### src/rtl/gate_sequencer.sv
// Half-bridge gate sequencer: enforces dead-time between complementary gates,
// a minimum on-time before reversal, and a latched fault shutdown.
module gate_sequencer #(
  parameter int DEADTIME = 10,
  parameter int MIN_ON   = 20
) (
  input  logic        i_clk,
  input  logic        i_reset,
  input  logic        i_enable,
  input  logic        i_sigma,
  input  logic        i_fault,
  output logic        o_gate_h,
  output logic        o_gate_l,
  output logic [2:0]  o_state,
  output logic [15:0] o_switch_count
);

  typedef enum logic [2:0] {
    IDLE  = 3'd0,
    DT_H  = 3'd1,
    HIGH  = 3'd2,
    DT_L  = 3'd3,
    LOW   = 3'd4,
    FAULT = 3'd5
  } state_t;

  localparam logic [15:0] DT_LAST  = 16'(DEADTIME - 1);
  localparam logic [15:0] MIN_ON_C = 16'(MIN_ON);

  state_t      state;
  state_t      next_state;
  logic [15:0] dt_cnt;
  logic [15:0] on_cnt;
  logic        entering;
  logic        turn_on;

  always_comb begin
    // NOTE: next_state gets a default before any branch so no path leaves it
    // unassigned, which would otherwise infer a latch.
    next_state = state;
    if (i_fault) begin
      next_state = FAULT;
    end else if (state == FAULT) begin
      if (!i_enable) next_state = IDLE;
    end else if (!i_enable) begin
      next_state = IDLE;
    end else begin
      case (state)
        IDLE:    next_state = i_sigma ? DT_H : DT_L;
        DT_H:    if (dt_cnt == DT_LAST) next_state = HIGH;
        DT_L:    if (dt_cnt == DT_LAST) next_state = LOW;
        // A pending reversal waits here until the on-time is satisfied.
        HIGH:    if (!i_sigma && (on_cnt >= MIN_ON_C)) next_state = DT_L;
        LOW:     if (i_sigma && (on_cnt >= MIN_ON_C)) next_state = DT_H;
        default: next_state = IDLE;
      endcase
    end
  end

  assign entering = (next_state != state);
  assign turn_on  = entering && ((next_state == HIGH) || (next_state == LOW));

  // NOTE: all sequential state uses non-blocking assignments so every
  // register samples pre-edge values, independent of statement order.
  always_ff @(posedge i_clk or negedge i_reset) begin
    if (!i_reset) begin
      state          <= IDLE;
      o_gate_h       <= 1'b0;
      o_gate_l       <= 1'b0;
      dt_cnt         <= '0;
      on_cnt         <= '0;
      o_switch_count <= '0;
    end else begin
      state    <= next_state;
      // Gates decode the state being entered, so they switch on the same edge.
      o_gate_h <= (next_state == HIGH);
      o_gate_l <= (next_state == LOW);

      if (entering) begin
        dt_cnt <= '0;
        on_cnt <= '0;
      end else begin
        if ((state == DT_H) || (state == DT_L)) dt_cnt <= dt_cnt + 16'd1;
        if (((state == HIGH) || (state == LOW)) && (on_cnt < MIN_ON_C))
          on_cnt <= on_cnt + 16'd1;
      end

      if (turn_on) o_switch_count <= o_switch_count + 16'd1;
    end
  end

  assign o_state = state;

  gates_exclusive: assert property (@(posedge i_clk) disable iff (!i_reset)
    !(o_gate_h && o_gate_l));

endmodule

### config.mk
export PLATFORM = sky130hd
export DESIGN_NAME = gate_sequencer
export DESIGN_NICKNAME = d
export VERILOG_FILES = /design/src/rtl/gate_sequencer.sv
export SDC_FILE = /design/constraint.sdc
export NUM_CORES = 1
export LEC_CHECK = 0
export ABC_AREA = 1
export CAP_MARGIN = 20
export CORE_UTILIZATION = 60
export CTS_CLUSTER_DIAMETER = 80
export DETAILED_ROUTE_END_ITERATION = 8
export PLACE_DENSITY = 0.82
export SYNTH_ARGS = -nofsm -noshare
export SYNTH_HDL_FRONTEND = slang
export SYNTH_SLANG_ARGS = --single-unit
### constraint.sdc
create_clock -name i_clk -period 4 [get_ports i_clk]
set_input_delay 1.2 -clock i_clk [delete_from_list [all_inputs] [get_ports i_clk]]
set_output_delay 1.2 -clock i_clk [all_outputs]
set_load 0.1 [all_outputs]
==> metrics list <==
- The flow ran to the end, and the final reports show no timing, DRC or antenna violations.
- Minimum hold slack: about 0.50 ns
- On the final layout, the worst clock skew is between 0.007 and 0.008 ns.
- In the post-synthesis netlist, the biggest area contributors are dfrtp_1 (45%), nand2_1 (11%), nor2_1 (8.0%).
- The die covers 5210 sq um.
- Detailed Routing Iterations Pass 1: 4
* Power Dens Cells: 370 nW/um^2
- Count of inserted antenna diode cells: 0
- Peak Freq: 318 MHz
- Filler cell count: 420
* Via count of the first global-routing pass: between 2,000 and 2,500
- The number of antenna violations at the first check in global routing is 0.
- Buffers inserted during clock tree synthesis total 5.
* Final worst-path setup slack: 0.858 ns
- Layout net count: approximately 420
- CTS built an H-tree with a depth of 2.
- In this run the standard cell core region covers 4720 sq um.
* Skew-Pair Late Insertion Delay: 0.31 ns
* Setup TNS Final: 0 ns
- At the end of routability-driven placement, the weighted congestion stood at approximately 0.86.
- Yosys printed 0 warnings.
- Max-capacitance violation count: 0
- Summed over all instances, the cell type with the most area after synthesis is dfrtp_1.
- Worst Path Required: 2.80 ns
- Synthesis handed over a netlist of 387 instances.
* Pin count of the biggest net entering global routing: 41
- Total wirelength of the detailed-routed design: 6080 microns
- Walking the worst path, the cells encountered are clkdlybuf4s50_1.
* Hold Path Class: register to register
- In this design, the stage delay of the slowest critical-path cell is 1.17 ns.
* Die Y-Extent: roughly 72 microns
* Syn Area/Cell: 7.64 sq um
* Arrival time at the worst endpoint: about 1.9 ns
* Critical path fanouts, max: 4
- The final count of hold timing violations came to 0.
* PortBufs: 25
- In this run the most critical hold path is launched from on_cnt[15].
- Relative to the synthesized area, the layout overhead comes to 13.5%.
- Max Root-Sink Buffers: 2
- Global-route wire length before repair: 10,400 microns
* Drt drc: 0
* Place WS: 0.673 ns
* Worst r2r path cells: 14
* Worst slew slack as a fraction of its limit: 0.352
- The worst register-to-register path begins at dt_cnt[1].
- TritonCTS clock tree: yes
- The number of nets in the synthesized netlist is 397.
* HPWL after detailed placement: 4440 microns
* DRC violation total after the first TritonRoute iteration: 108
- Site Rows: 25
- The total count of max-transition violations in the final report came to 0.
- Endpoint of the most critical register-to-register path: dt_cnt[0]
- Detail-routed via count per cell: 5.17
- Measured on the finished design, the core utilization comes to 0.711.
* Remaining Overflow, GRT: 0
- Final Setup Violations: 0
- Worst path slowest cell: clkdlybuf4s50_1
- STA classifies the critical path endpoint as an output pin.
* Overall fraction of global-route tracks in use: 0.259
* Number of setup buffers added after CTS: 0
* Maximum vdd drop: 0.530 mV
- Number of nets with antenna violations after detailed routing: 0
- In this run the number of cells on the critical path is 1.
- Portion of the clock cycle consumed by the worst path in the final layout: 0.786
- Dividing the detail-routed wire length by the instance count gives 12.6 microns.
- The synthesized design contains 53 register bits.
- In this run the count of I/O pins placed on the die edge is 26.
- Post-synth design cell area: 2960 sq um
* Buffers & Inverters on Critical Path: 1
- Transition time of the tightest slew-check pin: slightly below 1 ns
- The share of synthesized area in the top cell type comes to 0.448.
- Buffers inserted to repair hold after CTS numbered 0.
- Share of final-layout standard cells stronger than drive strength 1: 0.0699
- Overall via count from detail_route: 2,490
- Standby leakage power: between 1.5 and 2 nW
- By startpoint and endpoint, the worst setup path is classified as register to output pin.
- The root buffer cell chosen for the clock tree is clkbuf_8.
- The worst hold path terminates at on_cnt[15].
- After clock tree synthesis, the repair step resized 0 gates.
- Setup crit start: o_switch_count[14]
- The clock period could shrink to 3.14 ns.
- TritonCTS Sinks: 53
* Register area share after synthesis: 0.448
* Clock transition at the registers of the reported paths: approximately 0.09 ns
* Yosys cell types: 24
- Setup slack on the worst reg-to-reg path comes out at 1.57 ns.
* Launching element type of the critical path: register
- Setup repair after global routing left no endpoint under its margin.
- Die W: 72.2 microns
- Counting instances, the worst hold path has a depth of 2.
- The library cell used most frequently in the layout, excluding fill and tap cells, is nand2_1.
- Initial standard-cell utilization of the core: 0.626
- The cell family contributing the most delay on the critical path is buffers and inverters.
- In the layout the commonest cells are nand2_1 (88), nor2_1 (63), dfrtp_1 (53).
-- registers in the layout, summed over array words and instances (netlist names) --
name,flops
on_cnt,16
o_gate_h,1
o_state,3
o_gate_l,1
o_switch_count,16
dt_cnt,16
-- worst max-delay path by stage --
stage / to / slack, ns
global placement: dt_cnt[6] / 0.76
detailed placement: on_cnt[7] / 0.67
finish: o_switch_count[14] / 0.86
global route: dt_cnt[0] / 0.78
floorplan: o_switch_count[10] / 1.53
CTS: o_switch_count[14] / 0.85
-- where the power goes --
part           switching [W]  internal (W)
Clock               0.000179      0.000187
Combinational       0.000227     0.0000659
Sequential         0.0000282      0.000555
-- metal layers --
layer  part of all wire  vias up  wire (microns)  global-route usage
li1                   -     1269               -                   -
met1               0.47     1184            2860               0.321
met2               0.49       31            3000               0.456
met3              0.024        6             143              0.0431
met4              0.013        0              79              0.0893
met5                  0        -               0                   0
-- stage by stage --
| stage | instances | instance area [sq um] | total power (W) |
|---|---|---|---|
| 4_1_cts | 482 | 3360 | 0.00125 |
| 5_1_grt | 482 | 3360 | 0.00129 |
| 3_5_place_dp | 474 | 3240 | 0.000886 |
| 3_3_place_gp | 474 | 3240 | 0.000880 |
| 6_report | 482 | 3360 | 0.00124 |
| 2_1_floorplan | 387 | 2960 | 0.000815 |
-- cells in the mapped netlist, drive strengths merged --
library cell	instances
xnor2	7
nor3	16
buf	9
nand3b	1
ha	5
nand4	12
nor2	64
a41oi	1
inv	52
nand2	93
nand3	42
xor2	21
dfrtp	53
nor4	2
a21oi	5
o21ai	4
-- area by class of cell --
class                           instances  area, sq um  share of cell area
Multi-Input combinational cell        273         1380               0.410
Clock inverter                          3         46.3              0.0138
Clock buffer                            5         68.8              0.0205
Tap cell                               67         83.8              0.0250
Timing Repair Buffer                   29          260              0.0775
Sequential cell                        53         1330               0.395
Inverter                               52          195              0.0581
-- worst reg2reg max path, cell delays in order, from the launching register on --
cell	delay, ns
dfrtp_1	0.42
inv_1	0.09
ha_1	0.15
nand3b_1	0.08
nor2_1	0.12
nand2_1	0.11
nand2_1	0.09
nand4_1	0.12
nand2_1	0.12
nand2_2	0.10
nand2_1	0.10
nand2_2	0.17
nand2_4	0.29
buf_4	0.30
nor2_1	0.07
-- logic make-up (layout without fill, tap and decap cells) --
group / after synthesis / after routing / share of synthesized area
compound gates: 10 / 10 / 0.0220
fa+ha+maj: 5 / 5 / 0.0212
buf+inv: 61 / 89 / 0.0859
xor+xnor: 28 / 28 / 0.0829
simple gates: 230 / 230 / 0.340
flops: 53 / 53 / 0.448
(Power assumes the default switching activity.)
